[config.mk]
export PLATFORM = sky130hd
export DESIGN_NAME = alu_issue_flat
export DESIGN_NICKNAME = d
export VERILOG_FILES = /design/src/rtl/alu_issue_if.sv /design/src/rtl/alu_issue.sv /design/src/flat_wrapper.sv
export SDC_FILE = /design/constraint.sdc
export NUM_CORES = 1
export LEC_CHECK = 0
export CAP_MARGIN = 20
export CORE_ASPECT_RATIO = 0.8
export CORE_MARGIN = 4
export CORE_UTILIZATION = 46
export CTS_CLUSTER_DIAMETER = 80
export DETAILED_ROUTE_END_ITERATION = 6
export GPL_ROUTABILITY_DRIVEN = 0
export PLACE_DENSITY = 0.8
export SYNTH_ARGS = -nofsm -noshare
export SYNTH_HDL_FRONTEND = slang
export SYNTH_SLANG_ARGS = --single-unit
export TNS_END_PERCENT = 30
[constraint.sdc]
create_clock -name clk -period 5.3 [get_ports clk]
set_clock_uncertainty 0.2 [all_clocks]
set_input_delay 1.06 -clock clk [delete_from_list [all_inputs] [get_ports clk]]
set_output_delay 1.06 -clock clk [all_outputs]
set_load 0.01 [all_outputs]
[src/rtl/alu_issue_if.sv]
// =============================================================================
// alu_issue_if : issue-side and ALU-side handshake bundle for alu_issue
// Rev 1.0
// =============================================================================
`default_nettype none

interface alu_issue_if #(
    parameter int D_WIDTH = 32
);
    logic               in_valid;
    logic               in_ready;
    logic [31:0]        instr;
    logic [D_WIDTH-1:0] rs_data;
    logic [D_WIDTH-1:0] rt_data;
    logic               out_valid;
    logic               out_ready;
    logic               alu_enable;
    logic [2:0]         op_code;
    logic [D_WIDTH-1:0] operand1;
    logic [D_WIDTH-1:0] operand2;
    logic [4:0]         dest_reg;
    logic               illegal_op;

    modport slave (
        input  in_valid, instr, rs_data, rt_data, out_ready,
        output in_ready, out_valid, alu_enable, op_code, operand1, operand2,
               dest_reg, illegal_op
    );

    modport master (
        output in_valid, instr, rs_data, rt_data, out_ready,
        input  in_ready, out_valid, alu_enable, op_code, operand1, operand2,
               dest_reg, illegal_op
    );
endinterface

`default_nettype wire

[src/rtl/alu_issue.sv]
// =============================================================================
// alu_issue : decodes MIPS ALU instructions and queues them in a 2-entry skid buffer
// Rev 1.0
// =============================================================================
`default_nettype none

module alu_issue #(
    parameter int D_WIDTH    = 32,
    parameter int SHAMT_ZEXT = 1
) (
    input  wire logic clk,
    input  wire logic rst_n,
    input  wire logic flush,
    alu_issue_if.slave bus
);

    typedef struct packed {
        logic [2:0]         op;
        logic [D_WIDTH-1:0] op1;
        logic [D_WIDTH-1:0] op2;
        logic [4:0]         dest;
    } entry_t;

    localparam logic [1:0] c_depth = 2'd2;

    logic [1:0]         r_count;
    entry_t             r_head;
    entry_t             r_tail;
    logic               r_illegal;

    entry_t             w_new;
    logic               w_legal;
    logic               w_accept;
    logic               w_push;
    logic               w_pop;
    logic               w_shamt_fill;
    logic               w_unused_rs;
    logic [5:0]         w_opcode;
    logic [5:0]         w_funct;
    logic [4:0]         w_rt;
    logic [4:0]         w_rd;
    logic [4:0]         w_shamt;
    logic [D_WIDTH-1:0] w_shamt_ext;
    logic [D_WIDTH-1:0] w_imm_ext;

    assign w_opcode     = bus.instr[31:26];
    assign w_rt         = bus.instr[20:16];
    assign w_rd         = bus.instr[15:11];
    assign w_shamt      = bus.instr[10:6];
    assign w_funct      = bus.instr[5:0];
    assign w_unused_rs  = ^bus.instr[25:21];
    assign w_shamt_fill = (SHAMT_ZEXT != 0) ? 1'b0 : w_shamt[4];
    assign w_shamt_ext  = {{(D_WIDTH-5){w_shamt_fill}}, w_shamt};
    assign w_imm_ext    = {{(D_WIDTH-16){bus.instr[15]}}, bus.instr[15:0]};

    always_comb begin
        w_legal  = 1'b0;
        w_new    = '{op: 3'd0, op1: bus.rs_data, op2: bus.rt_data, dest: w_rd};
        case (w_opcode)
            6'h00: begin
                case (w_funct)
                    6'h20: begin w_legal = 1'b1; w_new.op = 3'd0; end
                    6'h22: begin w_legal = 1'b1; w_new.op = 3'd1; end
                    6'h18: begin w_legal = 1'b1; w_new.op = 3'd2; end
                    6'h1A: begin w_legal = 1'b1; w_new.op = 3'd3; end
                    6'h00: begin
                        w_legal   = 1'b1;
                        w_new.op  = 3'd4;
                        w_new.op1 = bus.rt_data;
                        w_new.op2 = w_shamt_ext;
                    end
                    6'h02: begin
                        w_legal   = 1'b1;
                        w_new.op  = 3'd5;
                        w_new.op1 = bus.rt_data;
                        w_new.op2 = w_shamt_ext;
                    end
                    default: w_legal = 1'b0;
                endcase
            end
            6'h08: begin
                w_legal    = 1'b1;
                w_new.op2  = w_imm_ext;
                w_new.dest = w_rt;
            end
            default: w_legal = 1'b0;
        endcase
    end

    assign bus.in_ready   = (r_count < c_depth) & rst_n;
    assign w_accept       = bus.in_valid & bus.in_ready;
    assign w_push         = w_accept & w_legal;
    assign w_pop          = (r_count != 2'd0) & bus.out_ready;

    always_ff @(posedge clk) begin
        if (!rst_n) begin
            r_count   <= 2'd0;
            r_head    <= '0;
            r_tail    <= '0;
            r_illegal <= 1'b0;
        end else begin
            r_illegal <= w_accept & ~w_legal & ~flush;
            if (flush) begin
                r_count <= 2'd0;
            end else begin
                // Head register is the output stage; tail only fills behind a stalled head.
                case ({w_push, w_pop})
                    2'b10: begin
                        if (r_count == 2'd0) r_head <= w_new;
                        else                 r_tail <= w_new;
                        r_count <= r_count + 2'd1;
                    end
                    2'b01: begin
                        if (r_count == c_depth) r_head <= r_tail;
                        r_count <= r_count - 2'd1;
                    end
                    2'b11: begin
                        if (r_count == 2'd1) begin
                            r_head <= w_new;
                        end else begin
                            r_head <= r_tail;
                            r_tail <= w_new;
                        end
                    end
                    default: ;
                endcase
            end
        end
    end

    assign bus.out_valid  = (r_count != 2'd0);
    assign bus.alu_enable = bus.out_valid;
    assign bus.op_code    = r_head.op;
    assign bus.operand1   = r_head.op1;
    assign bus.operand2   = r_head.op2;
    assign bus.dest_reg   = r_head.dest;
    assign bus.illegal_op = r_illegal;

endmodule

`default_nettype wire

[src/flat_wrapper.sv]
// flat-port wrapper written by rule: the top's interface ports become plain ports
module alu_issue_flat 
#(
    parameter int D_WIDTH    = 32,
    parameter int SHAMT_ZEXT = 1
)
  (clk, rst_n, flush, bus_in_valid, bus_instr, bus_rs_data, bus_rt_data, bus_out_ready, bus_in_ready, bus_out_valid, bus_alu_enable, bus_op_code, bus_operand1, bus_operand2, bus_dest_reg, bus_illegal_op);
  alu_issue_if #(.D_WIDTH(D_WIDTH)) bus_i ();
  input  wire logic clk;
  input  wire logic rst_n;
  input  wire logic flush;
  input wire logic [$bits(bus_i.in_valid)-1:0] bus_in_valid;
  input wire logic [$bits(bus_i.instr)-1:0] bus_instr;
  input wire logic [$bits(bus_i.rs_data)-1:0] bus_rs_data;
  input wire logic [$bits(bus_i.rt_data)-1:0] bus_rt_data;
  input wire logic [$bits(bus_i.out_ready)-1:0] bus_out_ready;
  output wire logic [$bits(bus_i.in_ready)-1:0] bus_in_ready;
  output wire logic [$bits(bus_i.out_valid)-1:0] bus_out_valid;
  output wire logic [$bits(bus_i.alu_enable)-1:0] bus_alu_enable;
  output wire logic [$bits(bus_i.op_code)-1:0] bus_op_code;
  output wire logic [$bits(bus_i.operand1)-1:0] bus_operand1;
  output wire logic [$bits(bus_i.operand2)-1:0] bus_operand2;
  output wire logic [$bits(bus_i.dest_reg)-1:0] bus_dest_reg;
  output wire logic [$bits(bus_i.illegal_op)-1:0] bus_illegal_op;
  assign bus_i.in_valid = bus_in_valid;
  assign bus_i.instr = bus_instr;
  assign bus_i.rs_data = bus_rs_data;
  assign bus_i.rt_data = bus_rt_data;
  assign bus_i.out_ready = bus_out_ready;
  assign bus_in_ready = bus_i.in_ready;
  assign bus_out_valid = bus_i.out_valid;
  assign bus_alu_enable = bus_i.alu_enable;
  assign bus_op_code = bus_i.op_code;
  assign bus_operand1 = bus_i.operand1;
  assign bus_operand2 = bus_i.operand2;
  assign bus_dest_reg = bus_i.dest_reg;
  assign bus_illegal_op = bus_i.illegal_op;
  alu_issue #(.D_WIDTH(D_WIDTH), .SHAMT_ZEXT(SHAMT_ZEXT)) u_core (.clk(clk), .rst_n(rst_n), .flush(flush), .bus(bus_i));
endmodule
* Yosys cells after proc, flatten, opt, wreduce, memory -nomap -nowiden
Cells that the tools add are included.
** Operators by class
- Add/subtract/negate cells :: 2
- $mul :: 0
- Divide/modulo/power cells :: 0
- Magnitude comparators :: 1
- Eq/ne operators :: 15
- Shift-type cells :: 0
- Mux-type cells :: 15
- Bitwise logic cells :: 9
- Reductions and logical operators :: 12
** Operator list (number)
- two-way mux 72 bit :: 5
- one-hot mux 72 bit (3 select lines) :: 1
- one-hot mux 72 bit (2 select lines) :: 1
- two-way mux 64 bit :: 1
- one-hot mux 32 bit (2 select lines) :: 1
- two-way mux 35 bit :: 1
- one-hot mux 3 bit (5 select lines) :: 1
- equality test 6 x 5 -> 1 bit, second input constant :: 2
- equality test 6 bit, second input constant :: 2
- zero test 6 bit :: 2
- AND reduction 4 bit :: 2
- AND 1 bit :: 6
- equality test 2 bit, second input constant :: 3
- equality test 6 x 2 -> 1 bit, second input constant :: 1
- equality test 6 x 4 -> 1 bit, second input constant :: 1
- nonzero test 2 bit :: 3
- OR reduction 6 bit :: 1
- two-way mux 5 bit :: 1
- equality test 2 x 1 -> 1 bit, second input constant :: 2
- inequality test 2 x 1 -> 1 bit, second input constant :: 2
- inequality test 2 bit, second input constant :: 2
- one-hot mux 2 bit (2 select lines) :: 1
- OR reduction 2 bit :: 2
- inverter 1 bit :: 3
- other kinds (7) :: 7
** Word-level totals
- Register bits :: 147
- Latch bits :: 0
- Bits in writable memories :: 0
- Memory bits (read-only) :: 0
- Bits of input ports :: 101
- Logic and storage cells :: 64
- Memories :: 0

* Logic depth before layout (Yosys ltp)
Gate-level depths: netlist of the first run.
- Depth after elaboration :: 8
- Depth in mapped cells :: 13

* Worst setup path after synthesis of the first run
No wires, ideal clock.
- Path type :: input to register
- Start point :: input port bus_instr[31]
- End point :: register u_core.r_head (netlist bit u_core.bus.operand1[0])
- Setup time :: 0.122 ns
- Arrival time :: 3.714 ns
- Required time :: 4.978 ns
- Setup slack :: 1.265 ns
- Stages on the path :: 11
- Buffers on the path :: 2
- Path through :: or4_4 > nor2_4 > o21ai_0 > or2_2 > ha_1 > nor2b_1 > or4_1 > clkbuf_1 > buf_1 > a221oi_1 > nor2_1
** Between the ends
- Longest elaborated chain between the ends :: 6
- Elaborated cells on any way between the ends :: 15
** Ends and longest elaborated chain
- start, declared :: line flat_wrapper.sv:13 : input wire logic [$bits(bus_i.instr)-1:0] bus_instr;
- equality test 6 x 4 -> 1 bit / zero test 6 bit (equally long branches) :: line alu_issue.sv:59 : case (w_opcode)
- one-hot mux 1 bit (2 select lines) :: line alu_issue.sv:59
- AND 1 bit :: line alu_issue.sv:92 : assign w_push = w_accept & w_legal;
- equality test 2 x 1 -> 1 bit / equality test 2 bit (equally long branches) :: line alu_issue.sv:107 : case ({w_push, w_pop})
- inequality test 2 x 1 -> 1 bit (no source line) / nonzero test 3 bit (equally long branches)
- AND reduction 4 bit (no source line)
- end signal, assigned :: line alu_issue.sv:109 : if (r_count == 2'd0) r_head <= w_new;
- end signal, assigned :: line alu_issue.sv:114 : if (r_count == c_depth) r_head <= r_tail;
- end signal, assigned :: line alu_issue.sv:119 : r_head <= w_new;
- end, declared :: line alu_issue.sv:27 : entry_t r_head;
Parallel ways exist; a longest one is shown, timed or not. The select of a mux whose other input is x is not followed.
A chain may end at the register's enable or synchronous reset.

* Worst setup path after layout of the first run
- Start point :: input port bus_instr[3]
- End point :: register u_core.r_head (netlist bit u_core.bus.operand1[26])
** Between the ends
- Longest elaborated chain between the ends :: 8
- Elaborated cells on any way between the ends :: 23
** Ends and longest elaborated chain
- equality test 6 bit, or another cell as far along :: line alu_issue.sv:61 : case (w_funct)
- OR reduction 6 bit (no source line)
- two-way mux 1 bit :: line alu_issue.sv:61
- one-hot mux 1 bit (2 select lines) :: line alu_issue.sv:59
- AND 1 bit :: line alu_issue.sv:92
- equality test 2 x 1 -> 1 bit / equality test 2 bit (equally long branches) :: line alu_issue.sv:107
- inequality test 2 x 1 -> 1 bit (no source line) / nonzero test 3 bit (equally long branches)
- AND reduction 4 bit (no source line)
Parallel ways exist; a longest one is shown, timed or not. The select of a mux whose other input is x is not followed.

==> results.sh, run 1 <==
export IMPL_synth_cells=805
export IMPL_vias_per_cell=5.843
export IMPL_power_per_cell_area_mw_per_mm2=269.5
export IMPL_critical_path_depth=12
export IMPL_tightest_slew_ns=0.8854
export IMPL_yosysWarnings=0
export IMPL_swShare_pct=21.92
export IMPL_ys_types=49
export IMPL_dr_first_iter_drc_count=627
export IMPL_irDropWorstVdd_uv=222.3
export IMPL_critical_path_class="in -> reg"
export IMPL_synth_ff_type="dfxtp_1"
export IMPL_grt_max_degree=102
export IMPL_grt_antenna_before_repair=1
export IMPL_path_cells="clkdlybuf4s50_1 > or2_1 > o21a_1 > nor3_1 > o21ai_0 > or2_2 > ha_1 > nor2b_1 > or4_2 > buf_12 > a221oi_1 > nor2_1"
export IMPL_synth_top_area_share_pct=42.76
export IMPL_layout_commonest_cell="clkdlybuf4s50_1"
export IMPL_detailed_place_hpwl_um=14330
export IMPL_post_cts_setup_buffer_count=0
export IMPL_power_share_clock_pct=48.7
export IMPL_stdcell_count=1135
export IMPL_rows=39
export IMPL_maxCapViolCount=0
export IMPL_die_area_mm2=0.01700
export IMPL_cp_start_kind="primary input"
export IMPL_cts_hold_buffers_added=0
export IMPL_final_antenna_net_count=0
export IMPL_drive_gt1_share_pct=11.99
export IMPL_synth_seq_cells=147
export IMPL_crit_end="u_core.bus.operand1[26]"
export IMPL_synth_enable_flop_cells=0
export IMPL_crit_fanout=47
export IMPL_async_reset_ff_share_pct=0
export IMPL_largest_reg_flops=72
export IMPL_hold_path_startpoint="u_core.r_tail[3]"
export IMPL_cts_root_buf="clkbuf_16"
export IMPL_status="finished clean"
export IMPL_layout_common_cells="clkdlybuf4s50_1, o21ai_0, dfxtp_1, nor2_1, a21oi_1"
export IMPL_r2r_cells=10
export IMPL_fp_dieH_um=117.4
export IMPL_cts_sinks=147
export IMPL_cpLargestDelayFamily="simple AND/OR/NAND/NOR gates"
export IMPL_cts_tree="done"
export IMPL_cts_resized=0
export IMPL_remaining_drc_errors=0
export IMPL_synth_area_leaders="dfxtp_1, o21ai_0, nor2_1, a21oi_1, a221oi_2"
export IMPL_period_share_pct=84.92
export IMPL_wirelength_um=21680
export IMPL_io_pins=177
export IMPL_path_buf_inv=2
export IMPL_h_tree_depth=4
export IMPL_cp_required_ns=5.40
export IMPL_drtPass1Iterations=5
export IMPL_clkLatencyLatePin_ns=0.43
export IMPL_avgRoutedWirePerCell_um=19.10
export IMPL_syn_area_per_cell_um2=8.550
export IMPL_synth_area_leader_cell="dfxtp_1"
export IMPL_slew_headroom_pct=40.97
export IMPL_cts_inserted_buffers=17
export IMPL_clock_path_buffers=2
export IMPL_crit_path_end_kind="flop"
export IMPL_area_growth_pct=35.68
export IMPL_critPathMaxStageDelay_ns=0.70
export IMPL_portBuffers=171
export IMPL_crit_arrival_ns=4.60
export IMPL_core_mm2=0.01449
export IMPL_grt_pass1_wl_um=34130
export IMPL_cp_startpoint="bus_instr[3]"
export IMPL_grt_pass1_vias=6319
export IMPL_final_min_clock_period_ns=4.501
export IMPL_overflow=0
export IMPL_via_count=6632
export IMPL_p_leak_nw=3.686
export IMPL_rsz0062_at_grt="false"
export IMPL_r2r_start="u_core.r_count[0]"
export IMPL_fmax_ghz=0.2222
export IMPL_nNetsFinal=1048
export IMPL_top_register="u_core.r_tail"
export IMPL_fp_dieW_um=144.8
export IMPL_clkTransAtPathRegs_ns=0.06
export IMPL_setup_violations_final=0
export IMPL_p_int_mw=1.965
export IMPL_combPwrFrac_pct=7.2
export IMPL_power_switching_uw=551.8
export IMPL_crit_slowest_cell="or4_2"
export IMPL_tns_ns=0
export IMPL_synth_nets=913
export IMPL_hold_violations=0
export IMPL_diodes=0
export IMPL_hold_depth=2
export IMPL_netlist_area_mm2=0.006883
export IMPL_synth_seq_area_share_pct=42.76
export IMPL_reg2reg_slack_ns=2.10
export IMPL_placedCellCount=1104
export IMPL_pwr_share_seq_pct=44.1
export IMPL_hold_class="reg -> reg"
export IMPL_initial_core_util_pct=47.49
export IMPL_finalMaxSlewViolations=0
export IMPL_worstReg2RegEnd="u_core.bus.operand1[26]"
export IMPL_grt_total_usage_pct=25.13
cells by family (layout without fill, tap and decap cells):
kind of cell	after synthesis	count (layout)	synth area share (%)
adder cells (fa/ha/maj)	7	7	1.272
XOR/XNOR	2	2	0.2545
buffers and inverters	76	222	4.617
AND/OR/NAND/NOR	221	221	14.40
multiplexers	37	37	7.435
flip-flops	147	147	42.76
AO/OA/AOI/OAI	315	315	29.27
through the flow:
stage | hold slack, ns | setup WS (ns) | power [mW] | util [%] | area [um^2]
after floorplan | 0.2352 | 1.265 | 1.203 | - | 6883
after global placement | 0.2427 | 0.4670 | 1.313 | 60.23 | 8728
after detailed placement | 0.2463 | 0.4737 | 1.314 | 60.23 | 8728
after CTS | 0.2580 | 0.8362 | 2.522 | 64.30 | 9319
after global routing | 0.2862 | 0.6076 | 2.583 | 64.44 | 9339
final | 0.2571 | 0.7995 | 2.517 | 64.44 | 9339
synth_stat cells (all sizes together) (2+ instances only):
master	number
mux2i	2
mux2	35
a21boi	6
xnor2	2
a21oi	89
clkbuf	57
nor2	143
or4	7
nor3	3
or2	4
or3	6
o41ai	5
nor4	4
inv	5
buf	14
dfxtp	147
o21ai	149
ha	7
nand2b	2
o32ai	5
nor2b	6
nand4	3
nand2	34
and2	6
a221oi	55
how the worst min path moves through the flow:
stage	end	slack, ns
after global routing	u_core.r_tail[3]	0.29
after global placement	u_core.r_tail[3]	0.24
after CTS	u_core.r_tail[3]	0.26
after floorplan	u_core.r_tail[3]	0.24
final	u_core.r_tail[3]	0.26
after detailed placement	u_core.r_tail[3]	0.25
power by group through the flow:
stage          Combinational, mW  Clock [mW]  Sequential, mW
5_1_grt                    0.192        1.28            1.11
6_report                   0.181        1.23            1.11
3_3_place_gp               0.177           0            1.14
4_1_cts                    0.179        1.23            1.11
3_5_place_dp               0.178           0            1.14
2_1_floorplan             0.0670           0            1.14
routing by layer:
metal | global-route usage (%) | vias to the layer above | routed length [um]
met5 | 0 | - | 12
met4 | 8.100 | 2 | 389
met3 | 7.242 | 32 | 1984
met2 | 36.26 | 291 | 9573
met1 | 35.95 | 3130 | 9723
li1 | - | 3177 | -
worst min-delay path: stages (launching register included):
cell      delay [ns]
dfxtp_1         0.31
nand2_1         0.05
a21boi_1        0.05
final cells by class:
type                       count  area [um^2]
clock buffer                  20        456.7
inverter                       5        18.77
clock inverter                10        133.9
timing repair buffer         187         1917
tap                          184        230.2
fill                        1196         5154
multi-input combinational    582         3640
sequential                   147         2943
No activity file was read; power rests on OpenSTA's default activity.
==> run 2: changes to the inputs <==
==> constraint.sdc (replaced) <==
create_clock -name clk -period 4.3 [get_ports clk]
set_clock_uncertainty 0.2 [all_clocks]
set_input_delay 0.86 -clock clk [delete_from_list [all_inputs] [get_ports clk]]
set_output_delay 0.86 -clock clk [all_outputs]
set_load 0.01 [all_outputs]
==> run 2 against run 1 <==
First-iteration DRC count is 6.2% higher. Highest routed layer is now met4. Worst setup slack worse by 0.59 ns. Core utilization is 1.2 points higher. Largest power group unchanged.
==> results.sh, run 2 (synthesized netlist as in run 1, its figures left out) <==
export IMPL_rows=39
export IMPL_initial_core_util_pct=47.49
export IMPL_final_antenna_net_count=0
export IMPL_finalMaxSlewViolations=0
export IMPL_tns_ns=0
export IMPL_clkLatencyLatePin_ns=0.43
export IMPL_crit_path_end_kind="flop"
export IMPL_grt_antenna_before_repair=0
export IMPL_crit_arrival_ns=4.19
export IMPL_core_mm2=0.01449
export IMPL_clock_path_buffers=2
export IMPL_period_share_pct=95.13
export IMPL_nNetsFinal=1071
export IMPL_diodes=0
export IMPL_cp_required_ns=4.40
export IMPL_power_per_cell_area_mw_per_mm2=328.5
export IMPL_detailed_place_hpwl_um=14870
export IMPL_hold_class="reg -> reg"
export IMPL_grt_max_degree=106
export IMPL_cts_sinks=147
export IMPL_grt_pass1_vias=6582
export IMPL_avgRoutedWirePerCell_um=19.07
export IMPL_post_cts_setup_buffer_count=0
export IMPL_met3_usage_pct=7.852
export IMPL_largest_reg_flops=72
export IMPL_rsz0062_at_grt="false"
export IMPL_p_leak_nw=3.802
export IMPL_layout_commonest_cell="clkdlybuf4s50_1"
export IMPL_slew_headroom_pct=37.32
export IMPL_r2r_cells=10
export IMPL_fmax_ghz=0.2445
export IMPL_power_switching_uw=678.2
export IMPL_maxCapViolCount=0
export IMPL_via_count=6840
export IMPL_crit_fanout=16
export IMPL_setup_ws_ns=0.2095
export IMPL_busiest_layer="met2"
export IMPL_h_tree_depth=4
export IMPL_final_min_clock_period_ns=4.091
export IMPL_power_share_clock_pct=48.7
export IMPL_status="finished clean"
export IMPL_top_register="u_core.r_tail"
export IMPL_p_int_mw=2.447
export IMPL_overflow=0
export IMPL_pwr_share_seq_pct=43.8
export IMPL_tightest_slew_ns=0.9402
export IMPL_cts_tree="done"
export IMPL_wirelength_um=22120
export IMPL_combPwrFrac_pct=7.4
export IMPL_fp_dieH_um=117.4
export IMPL_irDropWorstVdd_uv=279.7
export IMPL_layout_common_cells="clkdlybuf4s50_1, o21ai_0, dfxtp_1, nor2_1, a21oi_1"
export IMPL_hold_depth=2
export IMPL_swShare_pct=21.70
export IMPL_die_area_mm2=0.01700
export IMPL_use_met1_pct=36.30
export IMPL_grt_total_usage_pct=25.74
export IMPL_dr_first_iter_drc_count=666
export IMPL_cp_start_kind="primary input"
export IMPL_grt_pass1_wl_um=35050
export IMPL_cts_resized=0
export IMPL_use_met2_pct=37.15
export IMPL_hold_violations=0
export IMPL_drive_gt1_share_pct=14.24
export IMPL_cts_hold_buffers_added=0
export IMPL_area_growth_pct=38.19
export IMPL_vias_per_cell=5.897
export IMPL_cts_inserted_buffers=17
export IMPL_clkTransAtPathRegs_ns=0.06
export IMPL_drtPass1Iterations=5
export IMPL_place_ws_ns=-0.2087
export IMPL_cts_root_buf="clkbuf_16"
export IMPL_io_pins=177
export IMPL_fillCellCount=1191
export IMPL_portBuffers=171
export IMPL_setup_violations_final=0
export IMPL_fp_dieW_um=144.8
export IMPL_remaining_drc_errors=0
export IMPL_critical_path_class="in -> reg"
[run 2: cell types whose count changed in the layout (fill, tap and decap cells not counted), sizes merged]
cell      previous run  this run
clkinvlp             2         1
buf                 17        40
clkinv               5         7
clkbuf              20        21
[run 2: cell type report]
cell class                      count  area (um^2)  area share (%)
Clock buffer                       21        470.5           4.946
Clock inverter                     11        132.6           1.394
Inverter                            5        18.77          0.1973
Multi-Input combinational cell    582         3640           38.27
Sequential cell                   147         2943           30.94
Tap cell                          184        230.2           2.420
Timing Repair Buffer              210         2077           21.84
[run 2: worst paths after layout]
path                                   startpoint                     end  slack (ns)
worst max-delay path                bus_instr[31]  u_core.bus.operand2[8]        0.21
worst min-delay path             u_core.r_tail[3]        u_core.r_tail[3]        0.26
worst max register to register  u_core.r_count[1]  u_core.bus.operand2[8]        1.12
worst min register to register   u_core.r_tail[3]        u_core.r_tail[3]        0.26
[run 2: power groups by stage]
| stage | registers, mW | logic, mW | clock network [mW] |
|---|---|---|---|
| 3_5_place_dp | 1.40 | 0.229 | 0 |
| 2_1_floorplan | 1.40 | 0.0826 | 0 |
| 3_3_place_gp | 1.40 | 0.227 | 0 |
| 5_1_grt | 1.37 | 0.246 | 1.60 |
| 6_report | 1.37 | 0.233 | 1.52 |
| 4_1_cts | 1.37 | 0.230 | 1.54 |
[run 2: stage by stage]
stage	power, mW	util, %	std cells	hold slack [ns]	instance area (um^2)
after floorplan	1.483	-	805	0.2352	6883
after CTS	3.140	65.63	1160	0.2582	9512
after global routing	3.218	65.63	1160	0.2688	9512
final	3.125	65.63	1160	0.2568	9512
after global placement	1.626	61.47	1128	0.2412	8909
after detailed placement	1.629	61.47	1128	0.2501	8909
[run 2: metal layers]
metal  share of wire, %  up-vias
li1                   -     3225
met1                 45     3256
met2                 44      325
met3                8.7       34
met4                2.5        0
met5                  0        -
[run 2: worst max-delay path: stages]
cell and delay, ns:
clkdlybuf4s50_1 0.46, or4_4 0.61, nor2_4 0.10, o21ai_0 0.16, or2_2 0.35, ha_1 0.19
nor2b_1 0.14, or4_2 0.72, buf_4 0.27, a221oi_1 0.23, a21oi_1 0.10
